==> src/rtl/sram_arbiter.sv <==
// sram_arbiter: round-robin arbiter that shares the single 16-bit SRAM
// controller between N_PORTS requesters. One winner at a time gets a single
// read or write strobe; the arbiter then waits for the controller's ready
// pulse (or a watchdog timeout) and returns a one-cycle ack with read data.
// Every output is driven straight from a register.
module sram_arbiter #(
    parameter int N_PORTS = 4,
    parameter int ADDR_W  = 21,
    parameter int DATA_W  = 16,
    parameter int TIMEOUT = 15
) (
    input  logic                        clk,
    input  logic                        reset,
    input  logic [N_PORTS-1:0]          req,
    input  logic [N_PORTS-1:0]          req_we,
    input  logic [N_PORTS*ADDR_W-1:0]   req_addr,
    input  logic [N_PORTS*DATA_W-1:0]   req_wdata,
    output logic [N_PORTS-1:0]          ack,
    output logic                        err,
    output logic [DATA_W-1:0]           rdata,
    output logic [N_PORTS-1:0]          grant,
    output logic                        busy,
    output logic [ADDR_W-1:0]           mem_addr,
    output logic [DATA_W-1:0]           mem_wdata,
    output logic                        mem_write,
    output logic                        mem_read,
    input  logic [DATA_W-1:0]           mem_rdata,
    input  logic                        mem_ready,
    input  logic                        mem_idle
);

    localparam int IDX_W = $clog2(N_PORTS);
    // WAIT gives up once this many cycles have gone by without mem_ready.
    localparam logic [3:0]         CNT_LAST  = 4'(TIMEOUT - 1);
    localparam logic [N_PORTS-1:0] ONE_HOT_0 = {{(N_PORTS-1){1'b0}}, 1'b1};

    typedef enum logic [1:0] {
        ST_ARB   = 2'd0,
        ST_ISSUE = 2'd1,
        ST_WAIT  = 2'd2,
        ST_DONE  = 2'd3
    } state_t;

    state_t              state_r, state_s;
    logic [3:0]          cnt_r, cnt_s;
    logic [IDX_W-1:0]    last_grant_r, last_grant_s;
    logic [IDX_W-1:0]    owner_r, owner_s;
    logic                we_r, we_s;
    logic [ADDR_W-1:0]   addr_r, addr_s;
    logic [DATA_W-1:0]   wdata_r, wdata_s;
    logic [DATA_W-1:0]   rdata_r, rdata_s;
    logic [N_PORTS-1:0]  grant_r, grant_s;
    logic [N_PORTS-1:0]  ack_r, ack_s;
    logic                err_r, err_s;
    logic                busy_r, busy_s;
    logic                mem_write_r, mem_write_s;
    logic                mem_read_r, mem_read_s;

    logic [IDX_W-1:0]    cand_s;
    logic [IDX_W-1:0]    win_idx_s;
    logic                win_found_s;

    // Round-robin search: first requesting port after last_grant_r, wrapping.
    always_comb begin
        cand_s      = {IDX_W{1'b0}};
        win_idx_s   = {IDX_W{1'b0}};
        win_found_s = 1'b0;
        for (int i = 1; i <= N_PORTS; i++) begin
            cand_s      = IDX_W'((int'(last_grant_r) + i) % N_PORTS);
            win_idx_s   = (!win_found_s && req[cand_s]) ? cand_s : win_idx_s;
            win_found_s = win_found_s | req[cand_s];
        end
    end

    // Next-state and next-output logic; outputs are computed one cycle
    // ahead so that they appear registered in the state they belong to.
    always_comb begin
        state_s      = state_r;
        cnt_s        = cnt_r;
        last_grant_s = last_grant_r;
        owner_s      = owner_r;
        we_s         = we_r;
        addr_s       = addr_r;
        wdata_s      = wdata_r;
        rdata_s      = rdata_r;
        grant_s      = grant_r;
        ack_s        = {N_PORTS{1'b0}};
        err_s        = 1'b0;
        mem_write_s  = 1'b0;
        mem_read_s   = 1'b0;
        case (state_r)
            ST_ARB: begin
                // A grant is only made while the controller is quiet.
                if (win_found_s && mem_idle) begin
                    state_s     = ST_ISSUE;
                    owner_s     = win_idx_s;
                    grant_s     = ONE_HOT_0 << win_idx_s;
                    we_s        = req_we[win_idx_s];
                    addr_s      = req_addr[int'(win_idx_s) * ADDR_W +: ADDR_W];
                    wdata_s     = req_wdata[int'(win_idx_s) * DATA_W +: DATA_W];
                    mem_write_s = req_we[win_idx_s];
                    mem_read_s  = !req_we[win_idx_s];
                end else begin
                    state_s = ST_ARB;
                end
            end
            ST_ISSUE: begin
                state_s = ST_WAIT;
                cnt_s   = 4'd0;
            end
            ST_WAIT: begin
                if (mem_ready) begin
                    state_s = ST_DONE;
                    ack_s   = grant_r;
                    rdata_s = we_r ? rdata_r : mem_rdata;
                end else if (cnt_r == CNT_LAST) begin
                    state_s = ST_DONE;
                    ack_s   = grant_r;
                    err_s   = 1'b1;
                end else begin
                    cnt_s = cnt_r + 4'd1;
                end
            end
            ST_DONE: begin
                state_s      = ST_ARB;
                last_grant_s = owner_r;
                cnt_s        = 4'd0;
                grant_s      = {N_PORTS{1'b0}};
            end
            default: begin
                state_s = ST_ARB;
                cnt_s   = 4'd0;
                grant_s = {N_PORTS{1'b0}};
            end
        endcase
        busy_s = (state_s != ST_ARB);
    end

    // State and output registers; reset leaves port 0 with top priority.
    always_ff @(posedge clk or posedge reset) begin
        if (reset) begin
            state_r      <= ST_ARB;
            cnt_r        <= 4'd0;
            last_grant_r <= IDX_W'(N_PORTS - 1);
            owner_r      <= {IDX_W{1'b0}};
            we_r         <= 1'b0;
            addr_r       <= {ADDR_W{1'b0}};
            wdata_r      <= {DATA_W{1'b0}};
            rdata_r      <= {DATA_W{1'b0}};
            grant_r      <= {N_PORTS{1'b0}};
            ack_r        <= {N_PORTS{1'b0}};
            err_r        <= 1'b0;
            busy_r       <= 1'b0;
            mem_write_r  <= 1'b0;
            mem_read_r   <= 1'b0;
        end else begin
            state_r      <= state_s;
            cnt_r        <= cnt_s;
            last_grant_r <= last_grant_s;
            owner_r      <= owner_s;
            we_r         <= we_s;
            addr_r       <= addr_s;
            wdata_r      <= wdata_s;
            rdata_r      <= rdata_s;
            grant_r      <= grant_s;
            ack_r        <= ack_s;
            err_r        <= err_s;
            busy_r       <= busy_s;
            mem_write_r  <= mem_write_s;
            mem_read_r   <= mem_read_s;
        end
    end

    assign ack       = ack_r;
    assign err       = err_r;
    assign rdata     = rdata_r;
    assign grant     = grant_r;
    assign busy      = busy_r;
    assign mem_addr  = addr_r;
    assign mem_wdata = wdata_r;
    assign mem_write = mem_write_r;
    assign mem_read  = mem_read_r;

endmodule
==> config.mk <==
export PLATFORM = sky130hd
export DESIGN_NAME = sram_arbiter
export DESIGN_NICKNAME = d
export VERILOG_FILES = /design/src/rtl/sram_arbiter.sv
export SDC_FILE = /design/constraint.sdc
export NUM_CORES = 1
export LEC_CHECK = 0
export BUFFER_PORTS_ARGS = -buffer_cell sky130_fd_sc_hd__clkbuf_2
export CAP_MARGIN = 20
export CORE_MARGIN = 1
export CORE_UTILIZATION = 49
export CTS_CLUSTER_DIAMETER = 150
export DETAILED_ROUTE_END_ITERATION = 12
export PLACE_DENSITY = 0.86
export SLEW_MARGIN = 0
export SYNTH_ARGS = -nofsm -noshare
export SYNTH_HDL_FRONTEND = slang
export SYNTH_SLANG_ARGS = --single-unit
==> constraint.sdc <==
create_clock -name clk -period 8.4 [get_ports clk]
set_clock_uncertainty 0.2 [all_clocks]
set_input_delay 2.52 -clock clk [delete_from_list [all_inputs] [get_ports clk]]
set_output_delay 2.52 -clock clk [all_outputs]
set_load 0.005 [all_outputs]
==> impl_metrics.json <==
{
  "status": "completed",
  "synth_seq_cells": 76,
  "crit_family": "compound AO/OA/AOI/OAI gates",
  "cts_setup_buffers": 0,
  "vias": 4318,
  "route.detailed.drc": 0,
  "syn_nets": 629,
  "dp_hpwl_mm": 10.0,
  "synth_top_area_cell": "dfrtp_1",
  "grt_overflow_total": 0,
  "grtUsageTotal": 0.278,
  "core-area_um2": 8890,
  "hp-class": "reg2reg",
  "wl_mm": 13.4,
  "synth_cell_type_count": 48,
  "slowest_stage": "a21boi_4",
  "grt_pass1_vias": 4407,
  "async_flop_share": 1.00,
  "worstPathRequired_ns": 8.45,
  "crit_buf_inv": 2,
  "synth.avg_cell_area_um2": 10.3,
  "synth_top_family_by_area": "compound AO/OA/AOI/OAI gates",
  "setup_viol_count_final": 0,
  "grt_max_degree": 61,
  "synthFlopType": "dfrtp_1",
  "nets": 848,
  "ys_top_cells_by_area": "dfrtp_1, mux2_2, a221oi_2",
  "io_buffers": 240,
  "cts_tree": "built",
  "synthToLayoutAreaGrowth_pct": 31.1,
  "synthAdderAreaFrac": 0.0164,
  "synth-compound-area-share": 0.221,
  "die_h_um": 98.7,
  "critPathKind": "in2reg",
  "antenna_cells": 0,
  "power.density_nw_per_um2": 332,
  "row_count": 34,
  "rsz0062_at_grt": "no",
  "start_util": 0.516,
  "timing.slew.headroom": 0.347,
  "gp_congestion": 0.908,
  "synthMostInstantiatedCell": "nand2_1",
  "cp-start-kind": "primary input",
  "crit_fanout": 24,
  "fmax_mhz": 211,
  "dieArea_um2": 9750,
  "p_leak_nw": 2.98,
  "fin_crit_ns": 4.74,
  "cts_buffer_depth": 2,
  "drtPass1Iterations": 6,
  "end_kind": "flip-flop",
  "viasPerCell": 5.54,
  "layout-drive-gt1-share": 0.545,
  "io_pins": 241,
  "yosys.area.top_type_share": 0.404,
  "clock_latency_ns": 0.33,
  "synth_xor_area_frac": 0,
  "wl_per_cell_um": 17.3,
  "worst_pin_slew_ns": 0.977,
  "grt_pass1_wl_mm": 21.2,
  "setup_tns_ns": 0,
  "syn_inst": 447,
  "timing.hold.ws_ns": 0.277,
  "die_w_um": 98.7,
  "drv_slew": 0,
  "synth_area_um2": 4580,
  "root_buffer": "clkbuf_8",
  "hold_viol_final": 0,
  "max_cap_viol_count": 0,
  "synthTopCellsByCount": "nand2_1, dfrtp_1, mux2_2, nor2_1, a21oi_1",
  "drt_iter0_markers": 215,
  "synth_edf_count": 0,
  "yosys.area_share.simple": 0.143,
  "antenna_found_initial": 0,
  "cts_resized": 0,
  "numClockSinks": 76,
  "max_stage_delay_ns": 0.58,
  "vdd.ir_drop.worst_uv": 157,
  "ant_nets": 0,
  "cts_hold_buf": 0,
  "synth.area.mux_share": 0.146,
  "finalCritPeriodShare": 0.564,
  "design_power_total_mw": 1.99,
  "clkTransAtPathRegs_ns": 0.07,
  "path_cells": "clkbuf_2 > nor2b_1 > a211o_1 > a21boi_4 > buf_4 > mux2_2 > a21oi_1",
  "crit_arrival_ns": 4.79,
  "yosysSeqAreaShare": 0.415,
  "h-tree-depth": 3,
  "yosysWarnings": 0,
  "cts_buffers": 9
}
[flip-flops by register name, indices dropped and copies added (netlist names), 2 cells and up]
name	flops
mem_addr	21
mem_wdata	16
rdata	16
ack	4
cnt_r	4
grant	4
last_grant_r	2
owner_r	2
state_r	2
[logic make-up after synthesis]
group	count (synthesis)
adder cells (fa/ha/maj)	6
buffers and inverters	42
flip-flops	76
AND/OR/NAND/NOR	154
AO/OA/AOI/OAI	109
multiplexers	60
[metrics by stage]
step                      instance area [um2]  setup WS, ns  cells  utilization
final                                    6010          3.66    779        0.676
after global routing                     6010          3.55    779        0.676
after CTS                                5970          3.68    777        0.671
after detailed placement                 5700          3.32    761        0.642
after global placement                   5700          3.41    761        0.642
after floorplan                          4580          3.74    447            -
[layout make-up]
class / count / area [um2]
inverters: 5 / 20.0
clock inverters: 4 / 120
well taps: 108 / 135
clock buffers: 12 / 145
repair buffers: 245 / 1260
multi-input cells: 329 / 2420
flip-flops and latches: 76 / 1900
fillers: 724 / 2880
[cells in the final DEF (no fill, tap or decap), drive strengths merged, types with 2 or more instances in the layout]
master | synthesis | routed
a21o | 2 | 2
a21oi | 40 | 40
a221oi | 38 | 38
and2 | 6 | 6
buf | 32 | 5
bufinv | 0 | 4
clkbuf | 5 | 252
dfrtp | 74 | 74
dfstp | 2 | 2
ha | 6 | 6
inv | 5 | 4
mux2 | 55 | 55
mux2i | 5 | 5
nand2 | 81 | 81
nand2b | 5 | 5
nand3 | 6 | 6
nor2 | 43 | 43
nor2b | 3 | 3
nor3 | 3 | 3
o211a | 3 | 3
o21ai | 11 | 11
o41ai | 3 | 3
or2 | 3 | 3
[path summary, 6_finish.rpt]
| check | startpoint | to | slack (ns) | cells after the start |
|---|---|---|---|---|
| max | req[1] | mem_addr[9] | 3.66 | 7 |
| min | owner_r[1] | owner_r[1] | 0.28 | 2 |
| max reg2reg | last_grant_r[0] | mem_addr[9] | 5.49 | 6 |
| min reg2reg | owner_r[1] | owner_r[1] | 0.28 | 2 |
| max in group asynchronous | reset | rdata[5] | 5.03 | 3 |
| min in group asynchronous | reset | rdata[0] | 1.99 | 2 |
[power by group]
group	switching [mW]	leakage, nW	internal [mW]
logic	0.514	1.96	0.453
registers	0.117	0.892	0.544
clock network	0.131	0.131	0.236
total	0.762	2.98	1.23
[routing by layer]
layer / up-vias / track usage / share of wire
li1: 2045 / - / -
met1: 2048 / 0.325 / 0.39
met2: 202 / 0.510 / 0.51
met3: 23 / 0.0582 / 0.077
met4: 0 / 0.0907 / 0.017
met5: - / 0 / 0
[worst reg2reg max path, stage by stage (launching register included)]
cell      delay [ns]
dfstp_2         0.65
nor2b_1         0.09
a211o_1         0.33
a21boi_4        0.58
buf_4           0.45
mux2_2          0.39
a21oi_1         0.15
No activity file was read; power rests on OpenSTA's default activity.
